[src/rtl/pipe_array_mult.sv]
`default_nettype none
// ============================================================================
// Module      : pipe_array_mult
// Description : Pipelined NxN Baugh-Wooley array multiplier with carry-save
//               rows, per-operation signed mode and valid/ready handshake.
// Revision    : 1.0 - initial release
// ============================================================================
module pipe_array_mult #(
    parameter int N     = 8,
    parameter int RPS   = 2,
    parameter int TAG_W = 4
) (
    input  logic             clk,
    input  logic             rst,
    input  logic             in_valid,
    output logic             in_ready,
    input  logic [N-1:0]     a,
    input  logic [N-1:0]     b,
    input  logic             is_signed,
    input  logic [TAG_W-1:0] in_tag,
    output logic             out_valid,
    input  logic             out_ready,
    output logic [2*N-1:0]   p,
    output logic [TAG_W-1:0] out_tag
);
    localparam int            S     = (N + RPS - 2) / RPS;
    localparam int            PW    = 2 * N;
    localparam logic [PW-1:0] C_ONE = {{(PW-1){1'b0}}, 1'b1};
    localparam logic [PW-1:0] C_BW  = (C_ONE << N) | (C_ONE << (PW - 1));
    localparam logic [N-1:0]  C_MSB = {1'b1, {(N-1){1'b0}}};

    logic             adv_en;
    logic             out_valid_q;
    logic [PW-1:0]    p_q;
    logic [TAG_W-1:0] out_tag_q;

    // The whole pipe advances together; it only freezes on a refused result.
    assign adv_en = !out_valid_q || out_ready;

    // Partial-product row j, shifted into place, with Baugh-Wooley inversion
    // of the bits where exactly one operand index is the sign position.
    function automatic logic [PW-1:0] pp_row(input logic [N-1:0] av, input logic bj,
                                             input int j, input logic sgn);
        logic [N-1:0] bits;
        bits = av & {N{bj}};
        if (sgn) begin
            bits = bits ^ ((j == N - 1) ? ~C_MSB : C_MSB);
        end
        return {{N{1'b0}}, bits} << j;
    endfunction

    generate
        for (genvar g = 0; g < S; g++) begin : g_stage
            localparam int FIRST = g * RPS + 1;
            localparam int LAST  = (FIRST + RPS - 1 < N - 1) ? FIRST + RPS - 1 : N - 1;

            logic [PW-1:0]    src_s;
            logic [PW-1:0]    src_c;
            logic [N-1:0]     src_a;
            logic [N-1:FIRST] src_b;
            logic             src_sgn;
            logic             src_vld;
            logic [TAG_W-1:0] src_tag;
            logic [PW-1:0]    sum_d;
            logic [PW-1:0]    carry_d;
            logic [PW-1:0]    pr;
            logic [PW-1:0]    nxt;
            logic [PW-1:0]    sum_q;
            logic [PW-1:0]    carry_q;
            logic [TAG_W-1:0] tag_q;
            logic             vld_q;

            if (g == 0) begin : g_src_in
                // Row 0 seeds the sum; the signed-mode constants seed the carry.
                assign src_s   = pp_row(a, b[0], 0, is_signed);
                assign src_c   = is_signed ? C_BW : '0;
                assign src_a   = a;
                assign src_b   = b[N-1:1];
                assign src_sgn = is_signed;
                assign src_vld = in_valid;
                assign src_tag = in_tag;
            end else begin : g_src_prev
                assign src_s   = g_stage[g-1].sum_q;
                assign src_c   = g_stage[g-1].carry_q;
                assign src_a   = g_stage[g-1].g_fwd.a_q;
                assign src_b   = g_stage[g-1].g_fwd.b_q;
                assign src_sgn = g_stage[g-1].g_fwd.sgn_q;
                assign src_vld = g_stage[g-1].vld_q;
                assign src_tag = g_stage[g-1].tag_q;
            end

            always_comb begin
                sum_d   = src_s;
                carry_d = src_c;
                pr      = '0;
                nxt     = '0;
                for (int r = FIRST; r <= LAST; r++) begin
                    pr      = pp_row(src_a, src_b[r], r, src_sgn);
                    nxt     = sum_d ^ carry_d ^ pr;
                    carry_d = ((sum_d & carry_d) | (sum_d & pr) | (carry_d & pr)) << 1;
                    sum_d   = nxt;
                end
            end

            always_ff @(posedge clk or posedge rst) begin
                if (rst) begin
                    vld_q <= 1'b0;
                end else if (adv_en) begin
                    vld_q <= src_vld;
                end
            end

            always_ff @(posedge clk) begin
                if (adv_en) begin
                    sum_q   <= sum_d;
                    carry_q <= carry_d;
                    tag_q   <= src_tag;
                end
            end

            // Operands are only carried while rows remain to be reduced.
            if (g < S - 1) begin : g_fwd
                logic [N-1:0]      a_q;
                logic [N-1:LAST+1] b_q;
                logic              sgn_q;

                always_ff @(posedge clk) begin
                    if (adv_en) begin
                        a_q   <= src_a;
                        b_q   <= src_b[N-1:LAST+1];
                        sgn_q <= src_sgn;
                    end
                end
            end
        end
    endgenerate

    logic [PW-1:0] fin_s;
    logic [PW-1:0] fin_c;
    logic [PW-1:0] rip_sum;
    logic          rip_cy;

    assign fin_s = g_stage[S-1].sum_q;
    assign fin_c = g_stage[S-1].carry_q;

    always_comb begin
        rip_sum = '0;
        rip_cy  = 1'b0;
        for (int i = 0; i < PW; i++) begin
            rip_sum[i] = fin_s[i] ^ fin_c[i] ^ rip_cy;
            rip_cy     = (fin_s[i] & fin_c[i]) | (fin_s[i] & rip_cy) | (fin_c[i] & rip_cy);
        end
    end

    always_ff @(posedge clk or posedge rst) begin
        if (rst) begin
            out_valid_q <= 1'b0;
            p_q         <= '0;
            out_tag_q   <= '0;
        end else if (adv_en) begin
            out_valid_q <= g_stage[S-1].vld_q;
            if (g_stage[S-1].vld_q) begin
                p_q       <= rip_sum;
                out_tag_q <= g_stage[S-1].tag_q;
            end
        end
    end

    assign in_ready  = adv_en;
    assign out_valid = out_valid_q;
    assign p         = p_q;
    assign out_tag   = out_tag_q;

endmodule
`default_nettype wire

[config.mk]
export PLATFORM = sky130hd
export DESIGN_NAME = pipe_array_mult
export DESIGN_NICKNAME = d
export VERILOG_FILES = /design/src/rtl/pipe_array_mult.sv
export SDC_FILE = /design/constraint.sdc
export NUM_CORES = 1
export LEC_CHECK = 0
export CAP_MARGIN = 15
export CORE_MARGIN = 2
export CORE_UTILIZATION = 35
export DETAILED_ROUTE_END_ITERATION = 16
export PLACE_DENSITY = 0.57
export SETUP_SLACK_MARGIN = 0.5
export SKIP_LAST_GASP = 1
export SLEW_MARGIN = 40
export SYNTH_ARGS = -nofsm -noshare
export SYNTH_HDL_FRONTEND = slang
export SYNTH_SLANG_ARGS = --single-unit
[constraint.sdc]
create_clock -name clk -period 4 [get_ports clk]
set_input_delay 0.6 -clock clk [delete_from_list [all_inputs] [get_ports clk]]
set_output_delay 0.6 -clock clk [all_outputs]
set_load 0.005 [all_outputs]
==> results_dict.tcl, run 1 <==
set metrics [dict create \
    fin_total_pwr_w 0.00650 \
    ir_drop_mv 0.269 \
    syn-instance-count 373 \
    cp-start-kind "flip-flop" \
    grt_util_met1_pct 11.3 \
    hold_ws_ns 0.416 \
    critPathSlowestCell "fa_1" \
    drv_cap 0 \
    clk_pin_slew_ns 0.06 \
    ys_ff_latch 161 \
    grtUsageTotal_pct 9.35 \
    ios 47 \
    cts_tree "built" \
    top_usage_layer "met2" \
    vias 2846 \
    clk_root_buffer_cell "clkbuf_16" \
    yosys_warnings 0 \
    synthToLayoutAreaGrowth_pct 19.9 \
    portBuffers 46 \
    cp_cell_sequence "ha_1, fa_1, fa_2, fa_1, fa_1, fa_2, fa_1, xnor2_1, mux2_4" \
    critPathTopFamily "adder cells" \
    yosysSeqAreaShare_pct 67.9 \
    via_per_inst 3.99 \
    coreArea_um2 19500 \
    crit_arrival_ns 3.66 \
    fin_crit_sh_pct 84.0 \
    die-area_um2 21000 \
    tightestPinTransition_ns 0.638 \
    globalRoute.totalOverflow 0 \
    nNetsFinal 523 \
    critPathMostFrequentCell "fa_1" \
    rsz0062_at_grt "false" \
    gp_congestion 0.723 \
    syn_area_um2 6940 \
    p_leak_nw 3.30 \
    fmax_ghz 0.298 \
    drt_wl_total_mm 8.58 \
    required_ns 4.30 \
    endpoint_kind "flip-flop" \
    slowest_delay_ns 0.40 \
    syn_area_per_cell_um2 18.6 \
    ys_types 18 \
    met3_usage_pct 3.26 \
    cts.htree.levels 4 \
    min-delay-path-class "flip-flop to flip-flop" \
    fp.dieW_um 145 \
    maxSlewViolCount 0 \
    diodes 0 \
    finalSetupViolations 0 \
    antenna_found_initial 0 \
    drc 0 \
    firstDrtPassIters 4 \
    start_util_pct 35.7 \
    first_iter_violations 193 \
    grt_pass1_wl_mm 14.7 \
    cts.path.max_buffers 2 \
    worstSetupPathType "flip-flop to flip-flop" \
    place_hpwl_mm 6.15 \
    grt_max_degree 73 \
    path_max_fanout 1 \
    wl_per_cell_um 12.0 \
    cts_setup_buffers 0 \
    grt_pass1_vias 3043 \
    numClockSinks 161 \
    met2_usage_pct 14.8 \
    fp.dieH_um 145 \
    tns_ns 0 \
    layout-drive-gt1-share_pct 13.8 \
    status "complete, no violations" \
    cp_num_buf_inv 0 \
    cts_buffers 17 \
    slew_headroom_pct 57.5 \
    clk_latency_ns 0.41 \
    syn-num-nets 461 \
    place_area_um2 7680 \
    final_hold_viol_count 0 \
    rows 51 \
    fin_area_um2 8320 \
    power.density_nw_per_um2 781 \
    period_needed_ns 3.36 \
    finClkSkew_ns 0.00678 \
    antenna_left 0 \
]
==> flip-flops by register name, indices dropped and copies added (netlist names) <==
signal               flops
g_stage.tag_q           16
g_stage.vld_q            4
fin_s                   16
out_tag                  4
g_stage.carry_q         24
g_stage.g_fwd.a_q       24
p                       16
g_stage.g_fwd.b_q        9
g_stage.g_fwd.sgn_q      2
g_stage.sum_q           37
fin_c                    8
out_valid                1
==> per-layer routing <==
| metal | wire length (um) | part of all wire (%) |
|---|---|---|
| met5 | 0 | 0 |
| met4 | 193 | 2.2 |
| met1 | 3810 | 44 |
| met2 | 4290 | 50 |
| met3 | 293 | 3.4 |
==> worst register-to-register path: stages, from the launching register on <==
cell and delay (ns):
edfxtp_1 0.36, ha_1 0.22, fa_1 0.39, fa_2 0.35
fa_1 0.39, fa_1 0.40, fa_2 0.35, fa_1 0.38
xnor2_1 0.14, mux2_4 0.27
==> path summary, 6_finish.rpt <==
path,startpoint,endpoint,slack [ns],cells past startpoint
min,g_stage[2].sum_q[3]$_DFFE_PN_,fin_s[3]$_DFFE_PN_,0.42,0
min reg2reg,g_stage[2].sum_q[3]$_DFFE_PN_,fin_s[3]$_DFFE_PN_,0.42,0
max in group asynchronous,rst,p[1]$_DFFE_PP0P_,3.10,2
max reg2reg,fin_s[8]$_DFFE_PN_,p[15]$_DFFE_PP0P_,0.64,9
max,fin_s[8]$_DFFE_PN_,p[15]$_DFFE_PP0P_,0.64,9
min in group asynchronous,rst,p[8]$_DFFE_PP0P_,0.55,2
==> layout by cell type (no fill, tap or decap) <==
| cell type | count |
|---|---|
| fa_1 | 46 |
| clkbuf_8 | 1 |
| and2_1 | 48 |
| clkdlybuf4s50_1 | 46 |
| inv_2 | 1 |
| xnor2_1 | 9 |
| clkinv_2 | 3 |
| ha_1 | 15 |
| or2b_1 | 1 |
| mux2_4 | 20 |
| clkinvlp_4 | 2 |
| buf_6 | 2 |
| inv_1 | 36 |
| clkbuf_1 | 1 |
| dfrtp_1 | 25 |
| nand2b_4 | 1 |
| mux2_2 | 4 |
| clkbuf_16 | 17 |
| fa_2 | 2 |
| inv_6 | 1 |
| clkinv_4 | 3 |
| bufinv_16 | 4 |
| nand2_4 | 1 |
| edfxtp_1 | 136 |
| xor2_1 | 7 |
| nand2_1 | 16 |
==> cells by family after synthesis <==
logic type	Yosys count	share of synthesized area, %
flops	161	67.9
simple gates	67	5.66
fa+ha+maj	63	16.6
buf+inv	42	2.92
mux	24	4.98
xor+xnor	16	2.02
==> power breakdown <==
group	leakage [nW]	switching (W)	internal, W
Sequential	1.68	0.000297	0.00277
Clock	0.303	0.000615	0.00106
Combinational	1.32	0.000790	0.000965
==> cell usage after synthesis (all sizes together) <==
master  count  area share (%)
inv        37             2.0
ha         15             2.7
xnor2       9             1.1
and2       48             4.3
buf         4            0.87
clkbuf      1           0.054
dfrtp      25             9.0
mux2       24             5.0
nand2      17             1.0
nand2b      1            0.20
xor2        7            0.88
edfxtp    136              59
or2b        1            0.11
fa         48              14
==> stage by stage <==
step | utilization [%] | setup WS [ns] | cells
after floorplan | - | 0.675 | 373
after global placement | 39.5 | 0.586 | 681
after detailed placement | 39.5 | 0.538 | 681
after CTS | 42.7 | 0.529 | 713
after global routing | 42.8 | 0.523 | 713
final | 42.8 | 0.640 | 713
==> area by class of cell <==
class	count	area (um2)
Clock inverter	13	185
Timing Repair Buffer	48	483
Fill cell	1734	11100
Clock buffer	19	443
Tap cell	265	332
Inverter	37	139
Multi-Input combinational cell	170	2030
Sequential cell	161	4710
==> what timing repair did <==
item | 4_1_cts | 5_1_grt
hold buffers | 0 | 0
resized for setup | 0 | 2
setup endpoints to repair | 0 | 1
(Power assumes the default switching activity.)
==> run 2: changes to the inputs <==
--- a/config.mk
+++ b/config.mk
@@ -9,7 +9,7 @@
 export CORE_MARGIN = 2
 export CORE_UTILIZATION = 35
 export DETAILED_ROUTE_END_ITERATION = 16
-export PLACE_DENSITY = 0.57
+export PLACE_DENSITY = 0.59
 export SETUP_SLACK_MARGIN = 0.5
 export SKIP_LAST_GASP = 1
 export SLEW_MARGIN = 40
==> constraint.sdc (replaced) <==
create_clock -name clk -period 3 [get_ports clk]
set_input_delay 0.45 -clock clk [delete_from_list [all_inputs] [get_ports clk]]
set_output_delay 0.45 -clock clk [all_outputs]
set_load 0.005 [all_outputs]
==> results_dict.tcl, run 2 (synthesis results as in run 1) <==
set metrics [dict create \
    largest_reg_flops 37 \
    clockPowerShare_pct 23.3 \
    cts_tree "built" \
    drv_cap 0 \
    rsz0062_at_grt "true" \
    fp.dieH_um 145 \
    finalSetupViolations 2 \
    synthToLayoutAreaGrowth_pct 19.1 \
    cts_buffers 17 \
    post-route-util_pct 42.5 \
    drc 0 \
    portBuffers 46 \
    finClkSkew_ns 0.00734 \
    fmax_ghz 0.319 \
    cts.htree.levels 4 \
    power_frac_seq_pct 48.5 \
    start_util_pct 35.7 \
    min-delay-path-class "primary input to asynchronous set/reset pin" \
    wl_per_cell_um 12.7 \
    grtUsageTotal_pct 9.86 \
    intPower_w 0.00621 \
    cts_setup_buffers 0 \
    period_needed_ns 3.14 \
    diodes 0 \
    fin_crit_sh_pct 105 \
    cp-start-kind "flip-flop" \
    crit_arrival_ns 3.43 \
    clk_pin_slew_ns 0.06 \
    worstSetupPathType "flip-flop to flip-flop" \
    setup_ws_ns -0.136 \
    nNetsFinal 524 \
    tightestPinTransition_ns 0.535 \
    coreArea_um2 19500 \
    firstDrtPassIters 6 \
    maxSlewViolCount 0 \
    rows 51 \
    clk_latency_ns 0.42 \
    gp_congestion 0.708 \
    place_area_um2 7720 \
    status "complete, but fails checks" \
    grt_max_degree 76 \
    fin_area_um2 8260 \
    via_per_inst 4.06 \
    top_regs "g_stage.sum_q x37, g_stage.carry_q x24, g_stage.g_fwd.a_q x24" \
    place_ws_ns -0.148 \
    ctsResizeCount 0 \
    vias 2896 \
    final_hold_viol_count 0 \
    numClockSinks 161 \
    power.density_nw_per_um2 1030 \
    ir_drop_mv 0.389 \
    grt_pass1_wl_mm 15.5 \
    cts_hold_buf 0 \
    slew_headroom_pct 64.3 \
    max_flop_register "g_stage.sum_q" \
    violations "negative setup slack" \
    globalRoute.totalOverflow 0 \
    place_hpwl_mm 6.67 \
    final_common_cell "edfxtp_1" \
    layout-drive-gt1-share_pct 14.3 \
    p_leak_nw 3.27 \
    antenna_found_initial 0 \
    first_iter_violations 175 \
    drt_wl_total_mm 9.09 \
    fp.dieW_um 145 \
    die-area_um2 21000 \
    required_ns 3.30 \
    endpoint_kind "flip-flop" \
    ios 47 \
    p_comb_share_pct 28.2 \
    path_max_fanout 1 \
    clk_root_buffer_cell "clkbuf_16" \
    power.switching_w 0.00227 \
    grt_pass1_vias 3157 \
    cts.path.max_buffers 2 \
    swShare_pct 26.7 \
    final_cell_mix "136 x edfxtp_1, 48 x and2_1, 46 x clkdlybuf4s50_1" \
    antenna_left 0 \
]
==> run 2: cell count changes in the layout (fill, tap and decap cells not counted), sizes merged <==
| cell | previous run | this run |
|---|---|---|
| buf | 2 | 3 |
| inv | 38 | 37 |
| bufinv | 4 | 1 |
| clkbuf | 19 | 24 |
| clkinv | 6 | 5 |
| clkinvlp | 2 | 1 |
==> run 2: layer usage <==
metal | global-route usage, % | part of all wire, %
met1 | 12.2 | 43
met2 | 15.7 | 51
met3 | 3.22 | 4.0
met4 | 4.75 | 2.1
met5 | 0 | 0
==> run 2: critical path, stage by stage, from the launching register on <==
cell and delay [ns]:
edfxtp_1 0.37, ha_2 0.20, fa_2 0.34, fa_2 0.34, fa_2 0.34, fa_2 0.35
fa_2 0.35, fa_2 0.34, xnor2_1 0.13, mux2_4 0.26
==> run 2: area by class of cell <==
type / instances / area [um2]
Inverter: 37 / 139
Timing Repair Buffer: 49 / 495
Tap cell: 265 / 332
Sequential cell: 161 / 4710
Fill cell: 1729 / 11200
Clock inverter: 7 / 62.6
Multi-Input combinational cell: 170 / 2040
Clock buffer: 24 / 482
==> run 2: metrics by stage <==
step | total power, W | setup TNS [ns] | hold slack [ns] | std cells
floorplan | 0.00577 | -0.0713 | 0.400 | 373
global placement | 0.00653 | -0.180 | 0.401 | 682
detailed placement | 0.00666 | -0.241 | 0.405 | 682
CTS | 0.00865 | -0.267 | 0.414 | 713
global route | 0.00915 | -0.416 | 0.421 | 713
finish | 0.00848 | -0.219 | 0.403 | 713
==> run 2: worst paths after layout <==
path | start | endpoint | slack [ns] | cells after the start
setup / recovery | fin_s[8]$_DFFE_PN_ | p[15]$_DFFE_PP0P_ | -0.14 | 9
hold / removal | rst | p[3]$_DFFE_PP0P_ | 0.40 | 2
setup reg to reg | fin_s[8]$_DFFE_PN_ | p[15]$_DFFE_PP0P_ | -0.14 | 9
hold reg to reg | g_stage[2].sum_q[4]$_DFFE_PN_ | fin_s[4]$_DFFE_PN_ | 0.41 | 0
max in group asynchronous | rst | p[2]$_DFFE_PP0P_ | 2.24 | 2
min in group clk | g_stage[2].sum_q[4]$_DFFE_PN_ | fin_s[4]$_DFFE_PN_ | 0.41 | 0
==> run 2: power groups by stage <==
stage               Clock, W  Sequential, W  Combinational [W]
finish               0.00197        0.00411            0.00239
global route         0.00213        0.00422            0.00279
CTS                  0.00203        0.00414            0.00247
detailed placement         0        0.00419            0.00247
global placement           0        0.00415            0.00239
floorplan                  0        0.00405            0.00171
